## src/rtl/cpu_types_pkg.sv

```systemverilog
// Shared A0 pipeline types: register index width and hazard controller states.
package cpu_types_pkg;
  localparam int REGW = 5;
  typedef logic [REGW-1:0] regbits_t;
  typedef enum logic [1:0] {RUN, LDUSE, MEMWAIT, HALT} hzstate_t;
endpackage

```

## src/rtl/hazard_ctrl.sv

```systemverilog
// Stateful hazard controller for the 5-stage pipeline: sequences load-use bubbles,
// data-cache-miss waits and halt, and drives per-stage stall/flush and PC enable.
module hazard_ctrl
  import cpu_types_pkg::*;
#(
  parameter int REGW      = cpu_types_pkg::REGW,
  parameter int LU_STALLS = 1,
  parameter int PERFW     = 32
) (
  input  logic             CLK,
  input  logic             nRST,
  input  logic             ihit,
  input  logic             dhit,
  input  logic             xmem_ren,
  input  logic             xmem_wen,
  input  logic             xmem_halt,
  input  logic             idex_memread,
  input  logic [REGW-1:0]  idex_rd,
  input  logic [REGW-1:0]  ifid_rs,
  input  logic [REGW-1:0]  ifid_rt,
  input  logic             ifid_uses_rt,
  input  logic             branch,
  input  logic             branch_neq,
  input  logic             is_equal,
  input  logic             jump,
  output logic             pc_en,
  output logic             stall_ifid,
  output logic             stall_idex,
  output logic             stall_xmem,
  output logic             stall_wb,
  output logic             flush_ifid,
  output logic             flush_idex,
  output logic             flush_xmem,
  output logic             flush_wb,
  output logic             take_branch,
  output logic [PERFW-1:0] stall_count
);

  localparam int CW = $clog2(LU_STALLS + 1);

  hzstate_t         state_reg, state_next, eff_state;
  logic [CW-1:0]    cnt_reg, cnt_next;
  logic [PERFW-1:0] stall_count_reg;
  logic             lu_hit, mem_busy, branch_taken;

  assign lu_hit = idex_memread && (idex_rd != '0) &&
                  ((idex_rd == ifid_rs) || (ifid_uses_rt && (idex_rd == ifid_rt)));
  assign mem_busy     = (xmem_ren || xmem_wen) && !dhit;
  assign branch_taken = branch && (is_equal ^ branch_neq);
  assign stall_count  = stall_count_reg;

  always_ff @(posedge CLK or negedge nRST) begin
    if (!nRST) begin
      state_reg       <= RUN;
      cnt_reg         <= '0;
      stall_count_reg <= '0;
    end else begin
      state_reg <= state_next;
      cnt_reg   <= cnt_next;
      if (!pc_en && (state_reg != HALT))
        stall_count_reg <= stall_count_reg + PERFW'(1);
    end
  end

  always_comb begin
    pc_en       = 1'b1;
    stall_ifid  = 1'b0;
    stall_idex  = 1'b0;
    stall_xmem  = 1'b0;
    stall_wb    = 1'b0;
    flush_ifid  = 1'b0;
    flush_idex  = 1'b0;
    flush_xmem  = 1'b0;
    flush_wb    = 1'b0;
    take_branch = branch_taken;
    state_next  = state_reg;
    cnt_next    = cnt_reg;
    // Leaving MEMWAIT resumes whatever was deferred, including an unfinished bubble.
    eff_state   = state_reg;
    if (state_reg == MEMWAIT)
      eff_state = (cnt_reg != '0) ? LDUSE : RUN;

    if (!nRST) begin
      pc_en       = 1'b0;
      flush_ifid  = 1'b1;
      flush_idex  = 1'b1;
      flush_xmem  = 1'b1;
      flush_wb    = 1'b1;
      take_branch = 1'b0;
      state_next  = RUN;
      cnt_next    = '0;
    end else if (state_reg == HALT) begin
      pc_en      = 1'b0;
      flush_ifid = 1'b1;
      flush_idex = 1'b1;
      flush_xmem = 1'b1;
    end else if (mem_busy) begin
      pc_en      = 1'b0;
      stall_ifid = 1'b1;
      stall_idex = 1'b1;
      stall_xmem = 1'b1;
      flush_wb   = 1'b1;
      state_next = MEMWAIT;
    end else if (xmem_halt) begin
      pc_en      = 1'b0;
      flush_ifid = 1'b1;
      flush_idex = 1'b1;
      flush_xmem = 1'b1;
      state_next = HALT;
    end else if (branch_taken) begin
      flush_ifid = 1'b1;
      flush_idex = 1'b1;
      cnt_next   = '0;
      state_next = RUN;
    end else if (jump) begin
      flush_ifid = 1'b1;
      state_next = eff_state;
    end else if ((eff_state == LDUSE) || lu_hit) begin
      pc_en      = 1'b0;
      stall_ifid = 1'b1;
      flush_idex = 1'b1;
      if (eff_state == LDUSE) begin
        cnt_next   = cnt_reg - CW'(1);
        state_next = (cnt_reg == CW'(1)) ? RUN : LDUSE;
      end else if (LU_STALLS > 1) begin
        cnt_next   = CW'(LU_STALLS - 1);
        state_next = LDUSE;
      end else begin
        state_next = RUN;
      end
    end else begin
      state_next = RUN;
      if (!ihit) begin
        pc_en      = 1'b0;
        flush_ifid = 1'b1;
      end
    end
  end

endmodule

```

## config.mk

```make
export PLATFORM = sky130hd
export DESIGN_NAME = hazard_ctrl
export DESIGN_NICKNAME = d
export VERILOG_FILES = /design/src/rtl/cpu_types_pkg.sv /design/src/rtl/hazard_ctrl.sv
export SDC_FILE = /design/constraint.sdc
export NUM_CORES = 1
export LEC_CHECK = 0
export CELL_PAD_IN_SITES_DETAIL_PLACEMENT = 0
export CELL_PAD_IN_SITES_GLOBAL_PLACEMENT = 2
export CORE_UTILIZATION = 25
export DETAILED_ROUTE_END_ITERATION = 10
export DONT_BUFFER_PORTS = 1
export HOLD_SLACK_MARGIN = 0.03
export PLACE_DENSITY = 0.54
export SETUP_SLACK_MARGIN = 0.5
export SLEW_MARGIN = 0
export SYNTH_ARGS = -nofsm -noshare
export SYNTH_HDL_FRONTEND = slang
export SYNTH_SLANG_ARGS = --single-unit
```

## constraint.sdc

```tcl
create_clock -name CLK -period 6.7 [get_ports CLK]
set_input_delay 1.675 -clock CLK [delete_from_list [all_inputs] [get_ports CLK]]
set_output_delay 1.675 -clock CLK [all_outputs]
set_load 0.01 [all_outputs]
```

==> summary.md <==
| Metric | Value |
|---|---|
| TritonCTS clock tree | built |
| Largest net degree at the start of global routing | between 40 and 50 |
| Worst path required time | just over 5 ns |
| Std-Cell Rows | 33 |
| Diode count | 0 |
| Total setup buffers inserted after CTS | 0 |
| RSZ-0062 raised after global routing | false |
| Die Wd | about 95 µm |
| Clock slew at reported path FFs | approximately 0.080 ns |
| Hold EP | stall_count[6] |
| Syn. warnings | 0 |
| Initial antenna violation count | 0 |
| PD cells | 273 nW/µm² |
| First-pass GRT wire length | between 8000 and 9000 µm |
| Sequential-to-total area share from yosys stat | 40.7% |
| Most area-hungry cell type in the Yosys netlist | dfrtp_1 |
| Number of synthesized flops with an enable pin | 0 |
| Drt drc | 0 |
| Type of the tightest min-delay check | reg -> reg |
| Share of layout cells above drive strength 1 | 14.4% |
| Max H-tree Level | 2 |
| Resized cells post-CTS | 0 |
| Clock buffer depth | 2 |
| Min Tclk post-route | 4.84 ns |
| Number of nets in the layout | ~240 |
| GRT Residual Overflow | 0 |
| Vias in the first global route | between 1500 and 2000 |
| Yosys reg bits | 35 |
| Area Overhead vs Synth | 8.38% |
| Initial Util | between 20% and 30% |
| Run status | finished clean |
| Final GP Congestion | between 0.6 and 0.7 |
| Placed Instance Area | roughly 2200 µm² |
| Worst reg-to-reg path cell count | 6 |
| Drt pass-1 iters | 6 |
| CP max stage delay | 0.52 ns |
| Commonest non-fill, non-tap cells in the layout | 35 x dfrtp_1, 26 x xor2_1, 20 x nand2_1, 16 x xnor2_1, 12 x nand4_1 |
| Worst-path maximum fanout | 3 |
| Top area cells in the synthesized netlist | dfrtp_1 41%, xor2_1 11%, xnor2_1 6.5% |
| Pleak | approximately 0.82 nW |
| Period utilization | around 72% |
| Post-placement setup slack | between 1.5 and 2 ns |
| I/O pin cnt | 70 |
| Fmax | 207 MHz |
| Yosys top cell area share | 40.7% |
| Slew Viols, Final | 0 |
| # port buffers | 0 |
| Final Skew | approximately 0.0091 ns |
| Crit path max-delay cell type | or4_1 |
| Commonest non-fill, non-tap cell in the layout | dfrtp_1 |
| Max-Cap Viols | 0 |
| Worst Setup Slack, final | 1.86 ns |
| Avg WL per Cell | about 16 µm |
| DR iter-0 viols | slightly above 40 |
| Clock tree root driver cell | clkbuf_8 |
| Worst vdd ir | about 0.00012 V |
| WL final | just over 5000 µm |
| Crit start category | input pin |
| Avg Inst Size Synth | approximately 10 µm² |
| Die height | 94.8 µm |
| Syn_nets | 238 |
| Hold Startpoint | stall_count[6] |
| Synth unique cells | between 40 and 50 |
| Mean number of vias per cell | ~4.8 |
| Setup violators final | 0 |
| Final hold viol count | 0 |
| Rel. slew slack | between 60 and 70% |
| Syn Std Cell Area | approximately 2200 µm² |
| Die area | approximately 9000 µm² |
| Cell count after synthesis | 209 |
| Crit. End Element | output pin |
| Sink Count | 35 |
| Worst Path Buf+Inv | 1 |
| Gr usage total | between 10% and 20% |
| Routed Antenna Nets | 0 |
| Vias | approximately 1500 |
| Worst reg2reg endpoint | stall_count[22] |
| Largest delay share family, worst path | simple AND/OR/NAND/NOR gates |
| Post-route cell area | between 2000 and 2500 µm² |
| Setup TNS | 0 ns |
| Post-DP HPWL | between 3000 and 4000 µm |
| Max reg flops | 32 |
| WHS Path Cells | 1 |
| Post-CTS Hold Buffers | 0 |
| Ys async rst share | 100% |
| Setup Crit Path Kind | in -> out |
| Clock network latency to the later pin of the worst-skew pair | 0.29 ns |
| Crit path cell chain | or4_1, o21ai_0, inv_1, a21boi_0, a2111oi_0, nor2_1 |
| Core ar. | between 8000 and 9000 µm² |
| R2R Setup Slk | roughly 4.4 ns |
| Ys flop type | dfrtp_1 |
| Total CTS buffers | 5 |
| Arr. time, crit path | about 3.2 ns |
| Slew @ Worst Pin | about 0.58 ns |
| R2r startpoint | stall_count[3] |
## area by class of cell
class                           count  area, µm²
Timing Repair Buffer                1       7.51
Clock buffer                        6       82.6
Sequential cell                    35        876
Inverter                            5       18.8
Tap cell                          105        131
Multi-Input combinational cell    160       1180
Fill cell                         870       5930
Clock inverter                      2       35.0
## cell families (layout without fill, tap and decap cells)
| group | count (synthesis) | after routing | share of synthesized area [%] |
|---|---|---|---|
| simple gates | 96 | 96 | 30.5 |
| xor+xnor | 42 | 42 | 17.1 |
| flops | 35 | 35 | 40.7 |
| compound gates | 19 | 19 | 5.99 |
| buf+inv | 14 | 14 | 4.42 |
| fa+ha+maj | 1 | 1 | 0.582 |
| other cells | 1 | 1 | 0.174 |
| mux | 1 | 1 | 0.524 |
## per-layer routing
metal	global-route usage, %	part of all wire, %	vias up
met5	0	0	-
met4	3.41	0.50	0
met3	4.91	5.8	2
met2	19.2	47	32
met1	16.0	47	722
li1	-	-	746
## cells in the mapped netlist, types with 2 or more instances
cell type,number
and2_4,2
nor3_1,8
dfrtp_1,35
nor4_4,2
nor4_2,11
buf_2,3
xor2_1,26
inv_1,5
xnor2_1,16
buf_4,2
or3_1,2
nand4_1,12
nor2_1,6
or2_1,2
a21oi_1,2
nand2_1,20
nor4b_1,4
o41ai_1,2
nor2_2,2
nor4b_2,2
and2_1,2
buf_6,2
and3_1,6
a21boi_0,2
nand3_1,8
o21ai_0,6
nand2b_1,3
## power breakdown
part | internal [mW] | switching, mW
combinational | 0.0489 | 0.0589
clock | 0.121 | 0.0824
sequential | 0.251 | 0.0750
total | 0.420 | 0.216
## how the worst max path moves through the flow
| stage | start | end | depth (start not counted) |
|---|---|---|---|
| floorplan | idex_rd[1] | flush_ifid | 6 |
| global route | idex_rd[1] | flush_ifid | 6 |
| finish | idex_rd[1] | flush_ifid | 6 |
| global placement | idex_rd[1] | flush_ifid | 6 |
| detailed placement | idex_rd[1] | flush_ifid | 6 |
| CTS | idex_rd[1] | flush_ifid | 6 |
## metrics by stage
step	util (%)	power [mW]	instances	hold WS, ns
CTS	28.2	0.649	314	0.564
global placement	26.8	0.439	306	0.541
floorplan	-	0.410	209	0.504
finish	28.2	0.637	314	0.558
global route	28.2	0.683	314	0.589
detailed placement	26.8	0.441	306	0.543
Note: power is estimated with default switching activity, not from simulation.
